$ cat src/rtl/core_pkg.sv
// Shared core definitions: default pipeline shape, stage names and the perf-counter bundle.
package core_pkg;

  localparam int NSTAGE_DEF = 5;
  localparam int RSTAGE_DEF = 2;
  localparam int CNTW_DEF   = 32;

  typedef enum logic [2:0] {
    S_IF,
    S_ID,
    S_EX,
    S_MEM,
    S_WB
  } stage_e;

  typedef struct packed {
    logic [CNTW_DEF-1:0] cycle;
    logic [CNTW_DEF-1:0] retire;
    logic [CNTW_DEF-1:0] stall;
    logic [CNTW_DEF-1:0] flush;
  } perf_cnt_t;

endpackage

$ cat src/rtl/pipe_perf_cnt.sv
// Four free-running performance counters, each wrapping at the width of its struct field.
// Registered outputs; increments are sampled on the rising edge, no backpressure.
module pipe_perf_cnt
  import core_pkg::*;
#(
  parameter type cnt_t = perf_cnt_t
) (
  input  logic clk,
  input  logic rst,
  input  logic inc_retire,
  input  logic inc_stall,
  input  logic inc_flush,
  output cnt_t cnt
);

  always_ff @(posedge clk or posedge rst) begin
    if (rst) begin
      cnt <= '0;
    end else begin
      cnt.cycle <= cnt.cycle + 1'b1;
      if (inc_retire) cnt.retire <= cnt.retire + 1'b1;
      if (inc_stall)  cnt.stall  <= cnt.stall + 1'b1;
      if (inc_flush)  cnt.flush  <= cnt.flush + 1'b1;
    end
  end

endmodule

$ cat src/rtl/pipe_ctrl.sv
// Pipeline sequencer: fetch PC, per-stage enables/clears/valids, latched redirects, perf counters.
// Enables/clears are combinational; PC, valids and counters update one cycle later; busy stages hold upstream.
module pipe_ctrl
  import core_pkg::*;
#(
  parameter int              NSTAGE   = NSTAGE_DEF,
  parameter int              RSTAGE   = RSTAGE_DEF,
  parameter int              XLEN     = 32,
  parameter logic [XLEN-1:0] RESET_PC = '0,
  parameter int              CNTW     = CNTW_DEF
) (
  input  logic              clk,
  input  logic              rst,
  input  logic [NSTAGE-1:0] stage_fin,
  input  logic              lwstall,
  input  logic              redirect,
  input  logic [XLEN-1:0]   redirect_pc,
  input  logic              pred_taken,
  input  logic [XLEN-1:0]   pred_pc,
  output logic [XLEN-1:0]   pc,
  output logic [NSTAGE-1:0] stage_en,
  output logic [NSTAGE-1:0] stage_clr,
  output logic [NSTAGE-1:0] stage_valid,
  output logic [CNTW-1:0]   cnt_cycle,
  output logic [CNTW-1:0]   cnt_retire,
  output logic [CNTW-1:0]   cnt_stall,
  output logic [CNTW-1:0]   cnt_flush
);

  typedef struct packed {
    logic [CNTW-1:0] cycle;
    logic [CNTW-1:0] retire;
    logic [CNTW-1:0] stall;
    logic [CNTW-1:0] flush;
  } cnt_t;

  logic [NSTAGE-1:0] fin;
  logic [NSTAGE-1:0] rdy;
  logic              lw;
  logic              pend_q;
  logic [XLEN-1:0]   tgt_q;
  logic              redir;
  logic              accept;
  logic              unused_fin;
  cnt_t              cnt;

  // Inputs read as zero while reset is held so enables stay low.
  assign fin        = rst ? '0 : stage_fin;
  assign lw         = lwstall & ~rst;
  assign redir      = (redirect & ~rst) | pend_q;
  assign accept     = redir & rdy[RSTAGE+1];
  assign unused_fin = fin[0] ^ fin[NSTAGE-1];

  for (genvar k = 0; k < NSTAGE; k++) begin : g_stage
    localparam int LO = (k > 2) ? k - 1 : 1;
    assign rdy[k] = &fin[NSTAGE-2:LO];

    if (k == 0) begin : g_fetch
      assign stage_en[k]    = rdy[k] & ~lw & ~redir;
      assign stage_clr[k]   = rst;
      assign stage_valid[k] = 1'b1;
    end else begin : g_pipe
      logic v_q;

      if (k <= RSTAGE) begin : g_front
        assign stage_en[k] = rdy[k] & ~lw & ~redir;
      end else begin : g_back
        assign stage_en[k] = rdy[k];
      end

      // The load-use bubble lands in the resolve stage; a redirect wipes everything up to it.
      assign stage_clr[k] = rst
                          | ((k <= RSTAGE) ? accept : 1'b0)
                          | ((k == RSTAGE) ? (lw & rdy[RSTAGE+1]) : 1'b0);

      always_ff @(posedge clk or posedge rst) begin
        if (rst)               v_q <= 1'b0;
        else if (stage_clr[k]) v_q <= 1'b0;
        else if (stage_en[k])  v_q <= stage_valid[k-1];
      end

      assign stage_valid[k] = v_q;
    end
  end

  // A redirect that cannot be taken yet is parked in pend_q/tgt_q; a newer pulse overwrites it.
  always_ff @(posedge clk or posedge rst) begin
    if (rst) begin
      pc     <= RESET_PC;
      pend_q <= 1'b0;
      tgt_q  <= '0;
    end else if (accept) begin
      pc     <= redirect ? redirect_pc : tgt_q;
      pend_q <= 1'b0;
    end else begin
      if (redirect) begin
        pend_q <= 1'b1;
        tgt_q  <= redirect_pc;
      end
      if (stage_en[0]) pc <= (pred_taken ? pred_pc : pc) + XLEN'(4);
    end
  end

  pipe_perf_cnt #(
    .cnt_t (cnt_t)
  ) u_perf (
    .clk        (clk),
    .rst        (rst),
    .inc_retire (stage_valid[NSTAGE-1] & stage_en[NSTAGE-1]),
    .inc_stall  (~stage_en[0] & ~redir),
    .inc_flush  (accept),
    .cnt        (cnt)
  );

  assign cnt_cycle  = cnt.cycle;
  assign cnt_retire = cnt.retire;
  assign cnt_stall  = cnt.stall;
  assign cnt_flush  = cnt.flush;

endmodule

$ cat config.mk
export PLATFORM = sky130hd
export DESIGN_NAME = pipe_ctrl
export DESIGN_NICKNAME = d
export VERILOG_FILES = /design/src/rtl/core_pkg.sv /design/src/rtl/pipe_perf_cnt.sv /design/src/rtl/pipe_ctrl.sv
export SDC_FILE = /design/constraint.sdc
export NUM_CORES = 1
export LEC_CHECK = 0
export ABC_AREA = 1
export CAP_MARGIN = 0
export CORE_MARGIN = 2
export CORE_UTILIZATION = 45
export CTS_CLUSTER_SIZE = 40
export DETAILED_ROUTE_END_ITERATION = 7
export HOLD_SLACK_MARGIN = 0.02
export PLACE_DENSITY = 0.72
export RECOVER_POWER = 50
export SYNTH_ARGS = -nofsm -noshare
export SYNTH_HDL_FRONTEND = slang
export SYNTH_HIERARCHICAL = 1
export SYNTH_SLANG_ARGS = --single-unit
export TNS_END_PERCENT = 10
$ cat constraint.sdc
create_clock -name clk -period 9.3 [get_ports clk]
set_input_delay 1.86 -clock clk [delete_from_list [all_inputs] [get_ports clk]]
set_output_delay 1.86 -clock clk [all_outputs]
set_load 0.01 [all_outputs]
## Yosys cells after proc, flatten, opt, wreduce, memory -nomap -nowiden

Cells that the tools add are included.

- Add/sub/neg operators: 5
- Multiplexer cells: 15
- Bitwise gates (word level): 15
- Reductions and logical operators: 8

Operator list:

| cell | number |
|---|---|
| $add 32x1->32 const B | 4 |
| $mux 32 | 4 |
| $add 32x3->32 const B | 1 |
| $reduce_bool 2->1 | 6 |
| $mux 1 | 10 |
| $and 1x1->1 | 8 |
| $mux 4 | 1 |
| $not 1->1 | 4 |
| $or 1x1->1 | 3 |
| $reduce_and 3->1 | 1 |
| $reduce_and 2->1 | 1 |

- Register bits: 197
- Input bits: 74
- Word-level logic and storage cells: 54

## Depth between registers and ports, before layout

Gate-level depths: netlist (run 1).

- Word-level depth: 7
- Depth in mapped cells: 14

## By module

Netlist (run 1), hierarchy kept.

Modules (own cells, without submodules):

| module | instances | cells an instance | area each (um^2) |
|---|---|---|---|
| pipe_perf_cnt | 1 | 872 | 6867.8 |
| pipe_ctrl | 1 | 708 | 4752.1 |

## Worst setup path after synthesis (run 1)

No wires, ideal clock.

- Path type: input port to output port
- Start: input port rst
- End: output port stage_en[1]
- Arrival time: 4461 ps
- Slack: 2979 ps
- Stages on the path: 7
- Path buffers: 2
- Cell sequence: inv_1 -> nand2_2 -> nor2_4 -> nand2_1 -> nor2_1 -> clkbuf_8 -> buf_4

- Word-level cells in the longest chain between the ends: 5
- Elaborated cells on any way between the ends: 10
- Classes of those cells: mux: 1; bitwise: 8; reduce/logical: 1

Ends and longest elaborated chain:

| element | line | text |
|---|---|---|
| start, declared | pipe_ctrl.sv:13 | `input logic rst,` |
| parallel branches: the longest is 4 deep, another holds $mux 4 | n/a |  |
| $and 1x1->1 (*) | n/a |  |
| end, declared | pipe_ctrl.sv:21 | `output logic [NSTAGE-1:0] stage_en,` |

Every way passes the cells marked *.

## Worst setup path in the final report (run 1)

- Start: input port rst
- End: output port stage_clr[2]

- Word-level cells in the longest chain between the ends: 6
- Elaborated cells on any way between the ends: 10
- Classes of those cells: mux: 1; bitwise: 8; reduce/logical: 1

Ends and longest elaborated chain:

| element | line | text |
|---|---|---|
| $not 1->1 | pipe_ctrl.sv:49, pipe_ctrl.sv:50 |  |
| $and 1x1->1 | pipe_ctrl.sv:50 | `assign redir = (redirect & ~rst) \| pend_q;` |
| $or 1x1->1 | pipe_ctrl.sv:50 |  |
| $and 1x1->1 | pipe_ctrl.sv:51 | `assign accept = redir & rdy[RSTAGE+1];` |
| $or 1x1->1 | pipe_ctrl.sv:73 | `\| ((k <= RSTAGE) ? accept : 1'b0)` |
| $or 1x1->1 (*) | pipe_ctrl.sv:74 | `\| ((k == RSTAGE) ? (lw & rdy[RSTAGE+1]) : 1'b0);` |
| end, declared | pipe_ctrl.sv:22 | `output logic [NSTAGE-1:0] stage_clr,` |

Every way passes the cells marked *; elsewhere a longest branch is shown, timed or not.

==> impl_results.html, run 1 <==
<table>
<tr><th>Metric</th><th>Value</th></tr>
<tr><th colspan="2">Critical path</th></tr>
<tr><td>Critical Path Source</td><td>rst</td></tr>
<tr><td>Critical R2R Launch</td><td>pend_q</td></tr>
<tr><td>Arrival time reported for the critical path endpoint</td><td>4.72 ns</td></tr>
<tr><td>Critical path class</td><td>in -&gt; out</td></tr>
<tr><td>Worst Setup End Kind</td><td>output pin</td></tr>
<tr><td>Number of cells on the worst reg-to-reg path</td><td>12</td></tr>
<tr><td>Critical path fanouts, max</td><td>68</td></tr>
<tr><td>Critical path startpoint category</td><td>primary input</td></tr>
<tr><td>Register-to-Register Setup Slack</td><td>6.35 ns</td></tr>
<tr><td>Crit path required time</td><td>7.44 ns</td></tr>
<tr><td>FF-to-FF End</td><td>u_perf/cnt[24]</td></tr>
<tr><th colspan="2">Logic synthesis</th></tr>
<tr><td>Synth Area in Simple Gates</td><td>0.376</td></tr>
<tr><td>Number of distinct standard cells referenced by the synthesized netlist</td><td>39</td></tr>
<tr><td>Fraction of the mapped netlist area in compound gates</td><td>0.0488</td></tr>
<tr><td>FFs w/ async S/R, synth</td><td>1.00</td></tr>
<tr><td>Portion of the post-synthesis area used by sequential elements</td><td>0.424</td></tr>
<tr><td>Synth cell count leaders</td><td>sky130_fd_sc_hd__nand2_1, sky130_fd_sc_hd__dfrtp_1, sky130_fd_sc_hd__inv_1</td></tr>
<tr><td>Number of warnings issued by yosys</td><td>6</td></tr>
<tr><td>Synthesis-stage register bit count</td><td>197</td></tr>
<tr><td>Mux cell area share after synthesis</td><td>0</td></tr>
<tr><td>Largest cells by area after synthesis</td><td>sky130_fd_sc_hd__dfrtp_1, sky130_fd_sc_hd__nand2_1, sky130_fd_sc_hd__inv_1</td></tr>
<tr><td>Area share of the largest cell type after synthesis</td><td>0.424</td></tr>
<tr><td>Top cell type by total area after synthesis</td><td>sky130_fd_sc_hd__dfrtp_1</td></tr>
<tr><td>Area share of fa/ha/maj cells after synthesis</td><td>0.00538</td></tr>
<tr><td>Gate count after technology mapping</td><td>1,580</td></tr>
<tr><td>Largest family of logic cells by synthesized area</td><td>simple AND/OR/NAND/NOR gates</td></tr>
<tr><td>Post-Syn Nets</td><td>1,659</td></tr>
<tr><td>Mapped cell area</td><td>11,600 um^2</td></tr>
<tr><td>Number of synthesized flops with an enable pin</td><td>0</td></tr>
<tr><td>Average size of a mapped cell</td><td>7.35 um^2</td></tr>
<tr><td>Post-synth top flop</td><td>sky130_fd_sc_hd__dfrtp_1</td></tr>
<tr><td>Xor and xnor area share after synthesis</td><td>0.0632</td></tr>
<tr><td>Most frequent cell after synthesis</td><td>sky130_fd_sc_hd__nand2_1</td></tr>
<tr><th colspan="2">Routing</th></tr>
<tr><td>Initial DRC Count</td><td>769</td></tr>
<tr><td>Number of search-and-repair iterations in the first detailed-routing pass</td><td>5</td></tr>
<tr><td>DR DRC count</td><td>0</td></tr>
<tr><td>Total via count in the routed design</td><td>10,700</td></tr>
<tr><td>Per-cell routed wire length</td><td>14.2 um</td></tr>
<tr><td>Vias per inst</td><td>4.95</td></tr>
<tr><td>Final Routed Wirelength</td><td>30.7 mm</td></tr>
<tr><td>Antenna violation net count after detailed routing</td><td>0</td></tr>
<tr><th colspan="2">Pwr</th></tr>
<tr><td>Leakage Power</td><td>7.13 nW</td></tr>
<tr><td>Peak VDD IR</td><td>0.113 mV</td></tr>
<tr><td>Total power per unit cell area</td><td>142 nW/um^2</td></tr>
<tr><td>Total power after layout</td><td>2.11 mW</td></tr>
<tr><th colspan="2">Layout</th></tr>
<tr><td>Layout overhead on the synthesized area</td><td>27.5%</td></tr>
<tr><td># nets final</td><td>1,888</td></tr>
<tr><td>Fraction of final layout cells with drive strength greater than 1</td><td>0.0724</td></tr>
<tr><th colspan="2">CTS</th></tr>
<tr><td>H-tree depth reported by CTS</td><td>4</td></tr>
<tr><td>Worst skew pair latency</td><td>0.43 ns</td></tr>
<tr><td>Buffers inserted by post-CTS timing repair</td><td>0</td></tr>
<tr><td>CTS tree</td><td>done</td></tr>
<tr><td>Number of sinks driven by the clock tree</td><td>197</td></tr>
<tr><td>Post-CTS Resized</td><td>0</td></tr>
<tr><td>Total clock buffers created by CTS</td><td>17</td></tr>
<tr><td>Clock slew seen by the registers of the worst setup and hold paths</td><td>0.08 ns</td></tr>
<tr><td>Number of buffers on the longest clock path</td><td>2</td></tr>
<tr><td>Number of buffers added to fix hold violations after cts</td><td>0</td></tr>
<tr><td>CTS Root Buffer Type</td><td>sky130_fd_sc_hd__clkbuf_16</td></tr>
<tr><th colspan="2">Global routing</th></tr>
<tr><td>Pin count of the biggest net entering global routing</td><td>85</td></tr>
<tr><td>Number of global-route vias before repair</td><td>10,100</td></tr>
<tr><td>Number of antenna violations at the first check in global routing</td><td>3</td></tr>
<tr><td>Leftover overflow at the end of global routing</td><td>0</td></tr>
<tr><td>Wire length of the first global-routing pass</td><td>49.9 mm</td></tr>
<tr><td>Global-route usage over all layers</td><td>0.229</td></tr>
<tr><th colspan="2">Floorplanning</th></tr>
<tr><td>Number of ports placed on the die boundary</td><td>249</td></tr>
<tr><td>Horizontal die dimension</td><td>165 um</td></tr>
<tr><td>Initial core utilization</td><td>0.460</td></tr>
<tr><td>Die footprint</td><td>27,100 um^2</td></tr>
<tr><td>Die H</td><td>165 um</td></tr>
<tr><td>Site row count</td><td>58</td></tr>
<tr><td>Placeable core area</td><td>25,300 um^2</td></tr>
<tr><th colspan="2">STA</th></tr>
<tr><td>Max Clock Skew</td><td>0.0155 ns</td></tr>
<tr><td>Shortest clock period the worst path allows after layout</td><td>6.58 ns</td></tr>
<tr><td>Slew margin rel.</td><td>-1.70</td></tr>
<tr><td>Period utilisation layout</td><td>0.707</td></tr>
<tr><td>Max Fclk</td><td>152 MHz</td></tr>
<tr><td>Final-report setup violation count</td><td>0</td></tr>
<tr><td>Setup TNS Final</td><td>0 ns</td></tr>
<tr><td>Total count of hold-check failures in the final report</td><td>0</td></tr>
<tr><td>Unrepaired setup endpoints after global routing</td><td>no</td></tr>
<tr><td>Worst-Margin Slew</td><td>4.05 ns</td></tr>
<tr><td>Final slew viol count</td><td>118</td></tr>
<tr><th colspan="2">Placed design</th></tr>
<tr><td>GPL Wtd Cong</td><td>0.894</td></tr>
<tr><td>Count of buffers from port buffering</td><td>245</td></tr>
<tr><td>Post-DP HPWL</td><td>23.1 mm</td></tr>
<tr><th colspan="2">Hold path</th></tr>
<tr><td>Cells on Worst Hold Path</td><td>2</td></tr>
<tr><td>Type of the most critical hold path</td><td>reg -&gt; reg</td></tr>
<tr><td>Worst Min Path Start</td><td>pc[0]</td></tr>
<tr><td>Endpoint of the worst hold path</td><td>pc[0]</td></tr>
<tr><th colspan="2">Status</th></tr>
<tr><td>Failing checks</td><td>max-capacitance violations, max-slew violations</td></tr>
<tr><td>Status</td><td>finished with violations</td></tr>
<tr><th colspan="2">Run</th></tr>
<tr><td>Max-cap violations</td><td>2</td></tr>
</table>
-- critical path: stages --
cell and delay [ns]:
sky130_fd_sc_hd__dlygate4sd3_1 0.69, sky130_fd_sc_hd__inv_1 0.14, sky130_fd_sc_hd__nand2_1 0.13, sky130_fd_sc_hd__nor2_4 0.23, sky130_fd_sc_hd__nand2_2 0.68, sky130_fd_sc_hd__inv_2 0.21
sky130_fd_sc_hd__nor2_1 0.07, sky130_fd_sc_hd__nand2_1 0.10, sky130_fd_sc_hd__clkdlybuf4s50_1 0.59
-- cell usage in the layout, fill, tap and decap left out, drive strengths merged --
| master | instances |
|---|---|
| a211oi | 1 |
| a22o | 11 |
| clkinv | 6 |
| nor3 | 6 |
| ha | 5 |
| dlygate4sd3 | 136 |
| clkbuf | 19 |
| conb | 1 |
| and2 | 4 |
| nand4 | 28 |
| nand3 | 116 |
| nor2 | 197 |
| o21ai | 74 |
| clkinvlp | 3 |
| and3 | 1 |
| buf | 6 |
| diode | 3 |
| inv | 187 |
| nand2 | 598 |
| clkdlybuf4s50 | 108 |
| a21oi | 5 |
| xor2 | 59 |
| o211ai | 3 |
| xnor2 | 24 |
| o21bai | 6 |
| nand3b | 20 |
| dfrtp | 197 |
| or2 | 1 |
-- worst max-delay path by stage --
stage,end,cells after the start
floorplan,stage_en[1],7
global placement,stage_clr[2],7
detailed placement,stage_clr[2],7
CTS,stage_clr[2],7
global route,pc[22],3
finish,stage_clr[2],9
-- flip-flops by register name (all words and copies together), names as in the netlist --
name                cells
u_perf/cnt            128
g_stage.g_pipe.v_q      4
pc                     32
tgt_q                  32
pend_q                  1
-- logic make-up (layout without fill, tap and decap cells) --
logic type	Yosys count	in the layout
buffers and inverters	223	465
AOI/OAI and AO/OA	100	100
xor gates and xnor gates	83	83
and+or+nand+nor	971	971
DFF	197	197
other	1	4
adders and majority gates	5	5
-- layer usage --
layer,up-vias,global-route usage,wire [um]
met5,-,0,0
met4,0,0.0648,436
met3,24,0.0304,1730
met2,332,0.379,14400
met1,4947,0.315,14100
li1,5366,-,-
-- per-stage QoR --
step                      std cells  worst slack [ns]  cell area, um^2  utilization  hold slack, ns
after floorplan                1580              2.98            11600            -           0.476
after global placement         2120              2.75            14300        0.565           0.469
after detailed placement       2120              2.72            14300        0.565           0.469
after CTS                      2152              2.71            14800        0.587           0.489
after global routing           2155              2.45            14800        0.586           0.515
final                          2155              2.72            14800        0.586           0.484
-- final cells by class --
class | instances | area, um^2
antenna | 3 | 7.51
fill | 2359 | 10400
inverter | 182 | 684
clock inverter | 14 | 143
timing repair buffer | 251 | 2490
sequential | 197 | 4930
tap | 330 | 413
clock buffer | 18 | 429
multi-input combinational | 1160 | 5720
-- report_power, final --
part | switching (mW) | total [mW] | internal (mW)
Combinational | 0.212 | 0.389 | 0.177
Sequential | 0.0689 | 0.996 | 0.927
Clock | 0.366 | 0.723 | 0.357
Total | 0.647 | 2.11 | 1.46
Power figures use the tool's default switching activity.
==> inputs of run 2 (changes only) <==
==> constraint.sdc (replaced) <==
create_clock -name clk -period 6.7 [get_ports clk]
set_input_delay 1.34 -clock clk [delete_from_list [all_inputs] [get_ports clk]]
set_output_delay 1.34 -clock clk [all_outputs]
set_load 0.01 [all_outputs]
==> run 2 against run 1 <==
Effect of this change:
- the flow still finishes with violations (max-capacitance violations, max-slew violations)
- clock skew is 0.0013 ns higher
- critical path type unchanged
- count of clock-buffer cells in the layout increased by 1
- highest routed layer unchanged
- final cell count did not move
- routed wire length up 0.50%
- total power increased by 38%
- critical path depth fell by 1
- first-iteration DRC count decreased by 17%
==> impl_results.html, run 2 (synthesis results as in run 1) <==
<table>
<tr><th>Metric</th><th>Value</th></tr>
<tr><th colspan="2">Layout</th></tr>
<tr><td>Register with the most flip-flops</td><td>u_perf/cnt</td></tr>
<tr><td>Number of flip-flops under the largest register name</td><td>128</td></tr>
<tr><td>Most common cell after layout, fill and taps aside</td><td>sky130_fd_sc_hd__nand2_1</td></tr>
<tr><td>Layout overhead on the synthesized area</td><td>27.4%</td></tr>
<tr><td># nets final</td><td>1,890</td></tr>
<tr><td>Fraction of final layout cells with drive strength greater than 1</td><td>0.0735</td></tr>
<tr><td>Largest registers</td><td>u_perf/cnt (128), pc (32), tgt_q (32)</td></tr>
<tr><td>Top library cells by usage in the layout, fill and taps aside</td><td>sky130_fd_sc_hd__nand2_1, sky130_fd_sc_hd__dfrtp_1, sky130_fd_sc_hd__inv_1</td></tr>
<tr><td>Fraction of the core area covered by cells at the end of the flow</td><td>0.586</td></tr>
<tr><th colspan="2">STA</th></tr>
<tr><td>Shortest clock period the worst path allows after layout</td><td>5.12 ns</td></tr>
<tr><td>Max Clock Skew</td><td>0.0168 ns</td></tr>
<tr><td>Period utilisation layout</td><td>0.764</td></tr>
<tr><td>Final slew viol count</td><td>57</td></tr>
<tr><td>Worst-Margin Slew</td><td>2.47 ns</td></tr>
<tr><td>Setup TNS Final</td><td>0 ns</td></tr>
<tr><td>Final-report setup violation count</td><td>0</td></tr>
<tr><td>Unrepaired setup endpoints after global routing</td><td>no</td></tr>
<tr><td>Total count of hold-check failures in the final report</td><td>0</td></tr>
<tr><td>Post-layout worst setup margin</td><td>1.58 ns</td></tr>
<tr><td>Slew margin rel.</td><td>-0.653</td></tr>
<tr><td>Max Fclk</td><td>195 MHz</td></tr>
<tr><th colspan="2">Global routing</th></tr>
<tr><td>Number of global-route vias before repair</td><td>10,200</td></tr>
<tr><td>Pin count of the biggest net entering global routing</td><td>74</td></tr>
<tr><td>Leftover overflow at the end of global routing</td><td>0</td></tr>
<tr><td>Global-route usage over all layers</td><td>0.235</td></tr>
<tr><td>Wire length of the first global-routing pass</td><td>50.8 mm</td></tr>
<tr><td>Number of antenna violations at the first check in global routing</td><td>1</td></tr>
<tr><th colspan="2">Floorplanning</th></tr>
<tr><td>Number of ports placed on the die boundary</td><td>249</td></tr>
<tr><td>Die H</td><td>165 um</td></tr>
<tr><td>Initial core utilization</td><td>0.460</td></tr>
<tr><td>Site row count</td><td>58</td></tr>
<tr><td>Horizontal die dimension</td><td>165 um</td></tr>
<tr><td>Placeable core area</td><td>25,300 um^2</td></tr>
<tr><td>Die footprint</td><td>27,100 um^2</td></tr>
<tr><th colspan="2">Critical path</th></tr>
<tr><td>Crit path required time</td><td>5.36 ns</td></tr>
<tr><td>Number of buffers and inverters on the critical path</td><td>4</td></tr>
<tr><td>Library cell contributing the largest single delay on the critical path</td><td>sky130_fd_sc_hd__dlygate4sd3_1</td></tr>
<tr><td>Critical path class</td><td>in -&gt; out</td></tr>
<tr><td>Family with the most delay on the worst path</td><td>buffers and inverters</td></tr>
<tr><td>Arrival time reported for the critical path endpoint</td><td>3.78 ns</td></tr>
<tr><td>Worst Setup End Kind</td><td>output pin</td></tr>
<tr><td>Critical path fanouts, max</td><td>20</td></tr>
<tr><td>List of cells traversed by the critical path</td><td>dlygate4sd3_1 &gt; inv_1 &gt; nand2_1 &gt; nor2_4 &gt; nand2_1 &gt; nor2_2 &gt; buf_4 &gt; clkdlybuf4s50_1</td></tr>
<tr><td>Delay contributed by the slowest stage of the critical path</td><td>0.68 ns</td></tr>
<tr><td>CP dominant cell by count</td><td>sky130_fd_sc_hd__nand2_1</td></tr>
<tr><td>Critical path startpoint category</td><td>primary input</td></tr>
<tr><th colspan="2">Placed design</th></tr>
<tr><td>GPL Wtd Cong</td><td>0.882</td></tr>
<tr><td>Post-DP HPWL</td><td>23.2 mm</td></tr>
<tr><td>Count of buffers from port buffering</td><td>245</td></tr>
<tr><td>Worst slack at placement</td><td>1.68 ns</td></tr>
<tr><th colspan="2">Pwr</th></tr>
<tr><td>Leakage Power</td><td>7.12 nW</td></tr>
<tr><td>Total power per unit cell area</td><td>196 nW/um^2</td></tr>
<tr><td>Peak VDD IR</td><td>0.135 mV</td></tr>
<tr><th colspan="2">CTS</th></tr>
<tr><td>CTS Root Buffer Type</td><td>sky130_fd_sc_hd__clkbuf_16</td></tr>
<tr><td>Total clock buffers created by CTS</td><td>17</td></tr>
<tr><td>Post-CTS Resized</td><td>0</td></tr>
<tr><td>H-tree depth reported by CTS</td><td>4</td></tr>
<tr><td>CTS tree</td><td>done</td></tr>
<tr><td>Number of buffers added to fix hold violations after cts</td><td>0</td></tr>
<tr><td>Number of buffers on the longest clock path</td><td>2</td></tr>
<tr><td>Buffers inserted by post-CTS timing repair</td><td>0</td></tr>
<tr><td>Clock slew seen by the registers of the worst setup and hold paths</td><td>0.07 ns</td></tr>
<tr><td>Worst skew pair latency</td><td>0.44 ns</td></tr>
<tr><td>Number of sinks driven by the clock tree</td><td>197</td></tr>
<tr><th colspan="2">Hold path</th></tr>
<tr><td>Type of the most critical hold path</td><td>reg -&gt; reg</td></tr>
<tr><th colspan="2">Routing</th></tr>
<tr><td>Initial DRC Count</td><td>637</td></tr>
<tr><td>Number of search-and-repair iterations in the first detailed-routing pass</td><td>4</td></tr>
<tr><td>Vias per inst</td><td>4.99</td></tr>
<tr><td>Total via count in the routed design</td><td>10,800</td></tr>
<tr><td>Antenna violation net count after detailed routing</td><td>0</td></tr>
<tr><td>DR DRC count</td><td>0</td></tr>
<tr><td>Final Routed Wirelength</td><td>30.8 mm</td></tr>
<tr><td>Per-cell routed wire length</td><td>14.3 um</td></tr>
<tr><th colspan="2">Run</th></tr>
<tr><td>Max-cap violations</td><td>1</td></tr>
<tr><th colspan="2">Status</th></tr>
<tr><td>Failing checks</td><td>max-capacitance violations, max-slew violations</td></tr>
<tr><td>Status</td><td>finished with violations</td></tr>
</table>
==> run 2: cell types whose count changed in the layout (fill, tap and decap cells not counted) <==
cell                              delta
sky130_fd_sc_hd__buf_4               +3
sky130_fd_sc_hd__clkdlybuf4s50_1    +11
sky130_fd_sc_hd__clkinv_2            +1
sky130_fd_sc_hd__clkinv_8            -2
sky130_fd_sc_hd__diode_2             -2
sky130_fd_sc_hd__dlygate4sd3_1      -11
==> run 2: power breakdown <==
| part | switching [mW] | internal, mW | total, mW |
|---|---|---|---|
| clock | 0.489 | 0.489 | 0.978 |
| sequential | 0.0963 | 1.29 | 1.38 |
| combinational | 0.293 | 0.247 | 0.541 |
==> run 2: stage by stage <==
step / instance area [um^2] / hold slack [ns] / power [mW] / instances
2_1_floorplan: 11600 / 0.476 / 1.69 / 1580
3_3_place_gp: 14300 / 0.468 / 1.96 / 2122
3_5_place_dp: 14300 / 0.480 / 1.97 / 2122
4_1_cts: 14800 / 0.499 / 2.96 / 2154
5_1_grt: 14800 / 0.526 / 3.05 / 2155
6_report: 14800 / 0.490 / 2.90 / 2155
==> run 2: final timing paths <==
path / startpoint / cells after the start / slack [ns] / end
worst max-delay path: rst / 8 / 1.58 / stage_en[0]
worst min-delay path: pc[1] / 2 / 0.49 / pc[1]
worst max register to register: pend_q / 9 / 4.11 / pc[29]
worst min register to register: pc[1] / 2 / 0.49 / pc[1]
max in group asynchronous: rst / 3 / 2.65 / u_perf/cnt[112]
min in group asynchronous: rst / 3 / 1.87 / g_stage[4].g_pipe.v_q
==> run 2: worst min-delay path: cells and delay by family (launching register included) <==
kind	cells	cell delay, ns
simple gates	2	0.12
flops	1	0.35
==> run 2: cell type report <==
class / instances / area (um^2)
inverters: 182 / 684
flip-flops and latches: 197 / 4930
clock inverters: 13 / 115
multi-input cells: 1160 / 5720
diodes: 1 / 2.50
well taps: 330 / 413
fillers: 2362 / 10500
repair buffers: 253 / 2510
clock buffers: 19 / 433
==> run 2: layer usage <==
metal	wire, um	track usage	share of wire	vias to the layer above
li1	-	-	-	5367
met1	13900	0.318	0.45	5052
met2	14700	0.389	0.48	304
met3	1660	0.0347	0.054	37
met4	540	0.0719	0.018	0
met5	0	0	0	-
==> inputs of run 3 (changes only) <==
==> constraint.sdc (replaced) <==
create_clock -name clk -period 4.75 [get_ports clk]
set_input_delay 0.95 -clock clk [delete_from_list [all_inputs] [get_ports clk]]
set_output_delay 0.95 -clock clk [all_outputs]
set_load 0.01 [all_outputs]
==> run 3 against run 2 <==
Effect of this change:
- the flow still finishes with violations (max-capacitance violations, max-slew violations)
- critical path depth fell by 1
- clock skew fell by 0.00093 ns
- combinational power rose by 44%
- hold slack got worse by 0.0041 ns
- via count fell by 1.0%
- first-iteration DRC count rose by 16%
- sequential cell count did not move
- total power rose by 44%
- clock power rose by 48%
- die area did not move
- critical path type unchanged
- highest routed layer unchanged
==> impl_results.html, run 3 (synthesis results as in run 1) <==
<table>
<tr><th>Metric</th><th>Value</th></tr>
<tr><th colspan="2">Status</th></tr>
<tr><td>Status</td><td>finished with violations</td></tr>
<tr><td>Failing checks</td><td>max-capacitance violations, max-slew violations</td></tr>
<tr><th colspan="2">STA</th></tr>
<tr><td>Max Clock Skew</td><td>0.0159 ns</td></tr>
<tr><td>Setup TNS Final</td><td>0 ns</td></tr>
<tr><td>Worst-Margin Slew</td><td>2.54 ns</td></tr>
<tr><td>Unrepaired setup endpoints after global routing</td><td>no</td></tr>
<tr><td>Shortest clock period the worst path allows after layout</td><td>4.20 ns</td></tr>
<tr><td>Final-report setup violation count</td><td>0</td></tr>
<tr><td>Slew margin rel.</td><td>-0.697</td></tr>
<tr><td>Final slew viol count</td><td>137</td></tr>
<tr><td>Worst hold-check slack</td><td>0.486 ns</td></tr>
<tr><td>Total count of hold-check failures in the final report</td><td>0</td></tr>
<tr><td>Max Fclk</td><td>238 MHz</td></tr>
<tr><td>Period utilisation layout</td><td>0.884</td></tr>
<tr><th colspan="2">Critical path</th></tr>
<tr><td>Crit path required time</td><td>3.80 ns</td></tr>
<tr><td>Arrival time reported for the critical path endpoint</td><td>3.25 ns</td></tr>
<tr><td>Critical path class</td><td>in -&gt; out</td></tr>
<tr><td>Critical path startpoint category</td><td>primary input</td></tr>
<tr><td>Number of cells on the worst reg-to-reg path</td><td>9</td></tr>
<tr><td>Critical Path Source</td><td>rst</td></tr>
<tr><td>Critical R2R Launch</td><td>pend_q</td></tr>
<tr><td>Critical path fanouts, max</td><td>8</td></tr>
<tr><td>Worst Setup End Kind</td><td>output pin</td></tr>
<tr><th colspan="2">Global routing</th></tr>
<tr><td>Global-route usage over all layers</td><td>0.236</td></tr>
<tr><td>Leftover overflow at the end of global routing</td><td>0</td></tr>
<tr><td>Pin count of the biggest net entering global routing</td><td>72</td></tr>
<tr><td>Number of antenna violations at the first check in global routing</td><td>2</td></tr>
<tr><td>Number of global-route vias before repair</td><td>10,200</td></tr>
<tr><td>Wire length of the first global-routing pass</td><td>51.1 mm</td></tr>
<tr><th colspan="2">Layout</th></tr>
<tr><td>Layout overhead on the synthesized area</td><td>27.9%</td></tr>
<tr><td>Largest registers</td><td>u_perf/cnt (128), pc (32), tgt_q (32)</td></tr>
<tr><td>Total of fill cells in the finished design</td><td>2,320</td></tr>
<tr><td>Number of flip-flops under the largest register name</td><td>128</td></tr>
<tr><td>Register with the most flip-flops</td><td>u_perf/cnt</td></tr>
<tr><td>Final Non-Filler Cells</td><td>2,158</td></tr>
<tr><td>Fraction of final layout cells with drive strength greater than 1</td><td>0.0745</td></tr>
<tr><td>Most common cell after layout, fill and taps aside</td><td>sky130_fd_sc_hd__nand2_1</td></tr>
<tr><td># nets final</td><td>1,891</td></tr>
<tr><td>Top library cells by usage in the layout, fill and taps aside</td><td>sky130_fd_sc_hd__nand2_1, sky130_fd_sc_hd__dfrtp_1, sky130_fd_sc_hd__clkdlybuf4s50_1</td></tr>
<tr><td>Fraction of the core area covered by cells at the end of the flow</td><td>0.588</td></tr>
<tr><th colspan="2">Routing</th></tr>
<tr><td>Met3 Routed Length</td><td>1.60 mm</td></tr>
<tr><td>Met2 Wirelength</td><td>14.6 mm</td></tr>
<tr><td>Number of search-and-repair iterations in the first detailed-routing pass</td><td>5</td></tr>
<tr><td>Topmost layer with routed signal wires</td><td>met4</td></tr>
<tr><td>Vias per inst</td><td>4.94</td></tr>
<tr><td>Final Routed Wirelength</td><td>31.0 mm</td></tr>
<tr><td>Total via count in the routed design</td><td>10,700</td></tr>
<tr><td>Per-cell routed wire length</td><td>14.4 um</td></tr>
<tr><td>Met1 wire length</td><td>14.3 mm</td></tr>
<tr><td>DR DRC count</td><td>0</td></tr>
<tr><td>Initial DRC Count</td><td>740</td></tr>
<tr><td>Antenna violation net count after detailed routing</td><td>0</td></tr>
<tr><th colspan="2">Floorplanning</th></tr>
<tr><td>Initial core utilization</td><td>0.460</td></tr>
<tr><td>Number of ports placed on the die boundary</td><td>249</td></tr>
<tr><td>Die H</td><td>165 um</td></tr>
<tr><td>Die footprint</td><td>27,100 um^2</td></tr>
<tr><td>Site row count</td><td>58</td></tr>
<tr><td>Horizontal die dimension</td><td>165 um</td></tr>
<tr><td>Placeable core area</td><td>25,300 um^2</td></tr>
<tr><th colspan="2">CTS</th></tr>
<tr><td>Total clock buffers created by CTS</td><td>17</td></tr>
<tr><td>Clock slew seen by the registers of the worst setup and hold paths</td><td>0.08 ns</td></tr>
<tr><td>Post-CTS Resized</td><td>0</td></tr>
<tr><td>CTS tree</td><td>done</td></tr>
<tr><td>Worst skew pair latency</td><td>0.44 ns</td></tr>
<tr><td>Number of buffers on the longest clock path</td><td>2</td></tr>
<tr><td>Number of sinks driven by the clock tree</td><td>197</td></tr>
<tr><td>H-tree depth reported by CTS</td><td>4</td></tr>
<tr><td>Number of buffers added to fix hold violations after cts</td><td>0</td></tr>
<tr><td>CTS Root Buffer Type</td><td>sky130_fd_sc_hd__clkbuf_16</td></tr>
<tr><td>Buffers inserted by post-CTS timing repair</td><td>0</td></tr>
<tr><th colspan="2">Hold path</th></tr>
<tr><td>Type of the most critical hold path</td><td>reg -&gt; reg</td></tr>
<tr><td>Worst Min Path Start</td><td>pc[1]</td></tr>
<tr><td>Cells on Worst Hold Path</td><td>2</td></tr>
<tr><th colspan="2">Placed design</th></tr>
<tr><td>Post-DP HPWL</td><td>23.2 mm</td></tr>
<tr><td>Count of buffers from port buffering</td><td>245</td></tr>
<tr><td>DP Cell Count</td><td>2,123</td></tr>
<tr><td>GPL Wtd Cong</td><td>0.927</td></tr>
<tr><th colspan="2">Run</th></tr>
<tr><td>Max-cap violations</td><td>2</td></tr>
<tr><th colspan="2">Pwr</th></tr>
<tr><td>Total power after layout</td><td>4.18 mW</td></tr>
<tr><td>Total power per unit cell area</td><td>281 nW/um^2</td></tr>
<tr><td>Leakage Power</td><td>6.97 nW</td></tr>
<tr><td>Peak VDD IR</td><td>0.223 mV</td></tr>
</table>
[run 3: cell types whose count changed in the layout (fill, tap and decap cells not counted), moves of 2 or more]
cell                              before  now
sky130_fd_sc_hd__clkbuf_1              2    0
sky130_fd_sc_hd__clkbuf_8              0    2
sky130_fd_sc_hd__clkdlybuf4s50_1     119  192
sky130_fd_sc_hd__diode_2               1    3
sky130_fd_sc_hd__dlygate4sd3_1       125   52
sky130_fd_sc_hd__inv_8                 3    5
[run 3: path summary, 6_finish.rpt]
path                                         end  slack [ns]
setup / recovery                     stage_en[0]        0.55
hold / removal                             pc[1]        0.49
setup reg to reg                  u_perf/cnt[54]        2.50
hold reg to reg                            pc[1]        0.49
max in group asynchronous         u_perf/cnt[69]        1.25
min in group asynchronous  g_stage[4].g_pipe.v_q        1.84
[run 3: power by group]
group / switching (mW) / internal, mW
combinational: 0.413 / 0.364
clock: 0.718 / 0.731
sequential: 0.137 / 1.81
[run 3: critical path, stage by stage]
cell                              delay (ns)
sky130_fd_sc_hd__dlygate4sd3_1          0.68
sky130_fd_sc_hd__inv_1                  0.13
sky130_fd_sc_hd__nand2_1                0.12
sky130_fd_sc_hd__nor2_4                 0.24
sky130_fd_sc_hd__nand2_1                0.14
sky130_fd_sc_hd__nor2_2                 0.36
sky130_fd_sc_hd__clkdlybuf4s50_1        0.62
[run 3: through the flow]
stage               worst slack [ns]  instance area, um^2
finish                         0.549                14900
CTS                            0.599                14900
global placement               0.633                14300
global route                   0.361                14900
detailed placement             0.611                14300
floorplan                      0.249                11600
[run 3: final cells by class]
class | count | area (um^2) | share of cell area
clock buffer | 19 | 453 | 0.0305
inverter | 182 | 683 | 0.0460
antenna | 3 | 7.51 | 0.000505
multi-input combinational | 1160 | 5720 | 0.385
tap | 330 | 413 | 0.0278
sequential | 197 | 4930 | 0.332
timing repair buffer | 254 | 2520 | 0.170
clock inverter | 13 | 133 | 0.00893
[run 3: metal layers]
layer	GRT usage	up-vias
met5	0	-
met4	0.0727	0
met3	0.0314	31
met2	0.388	296
met1	0.325	4946
li1	-	5377
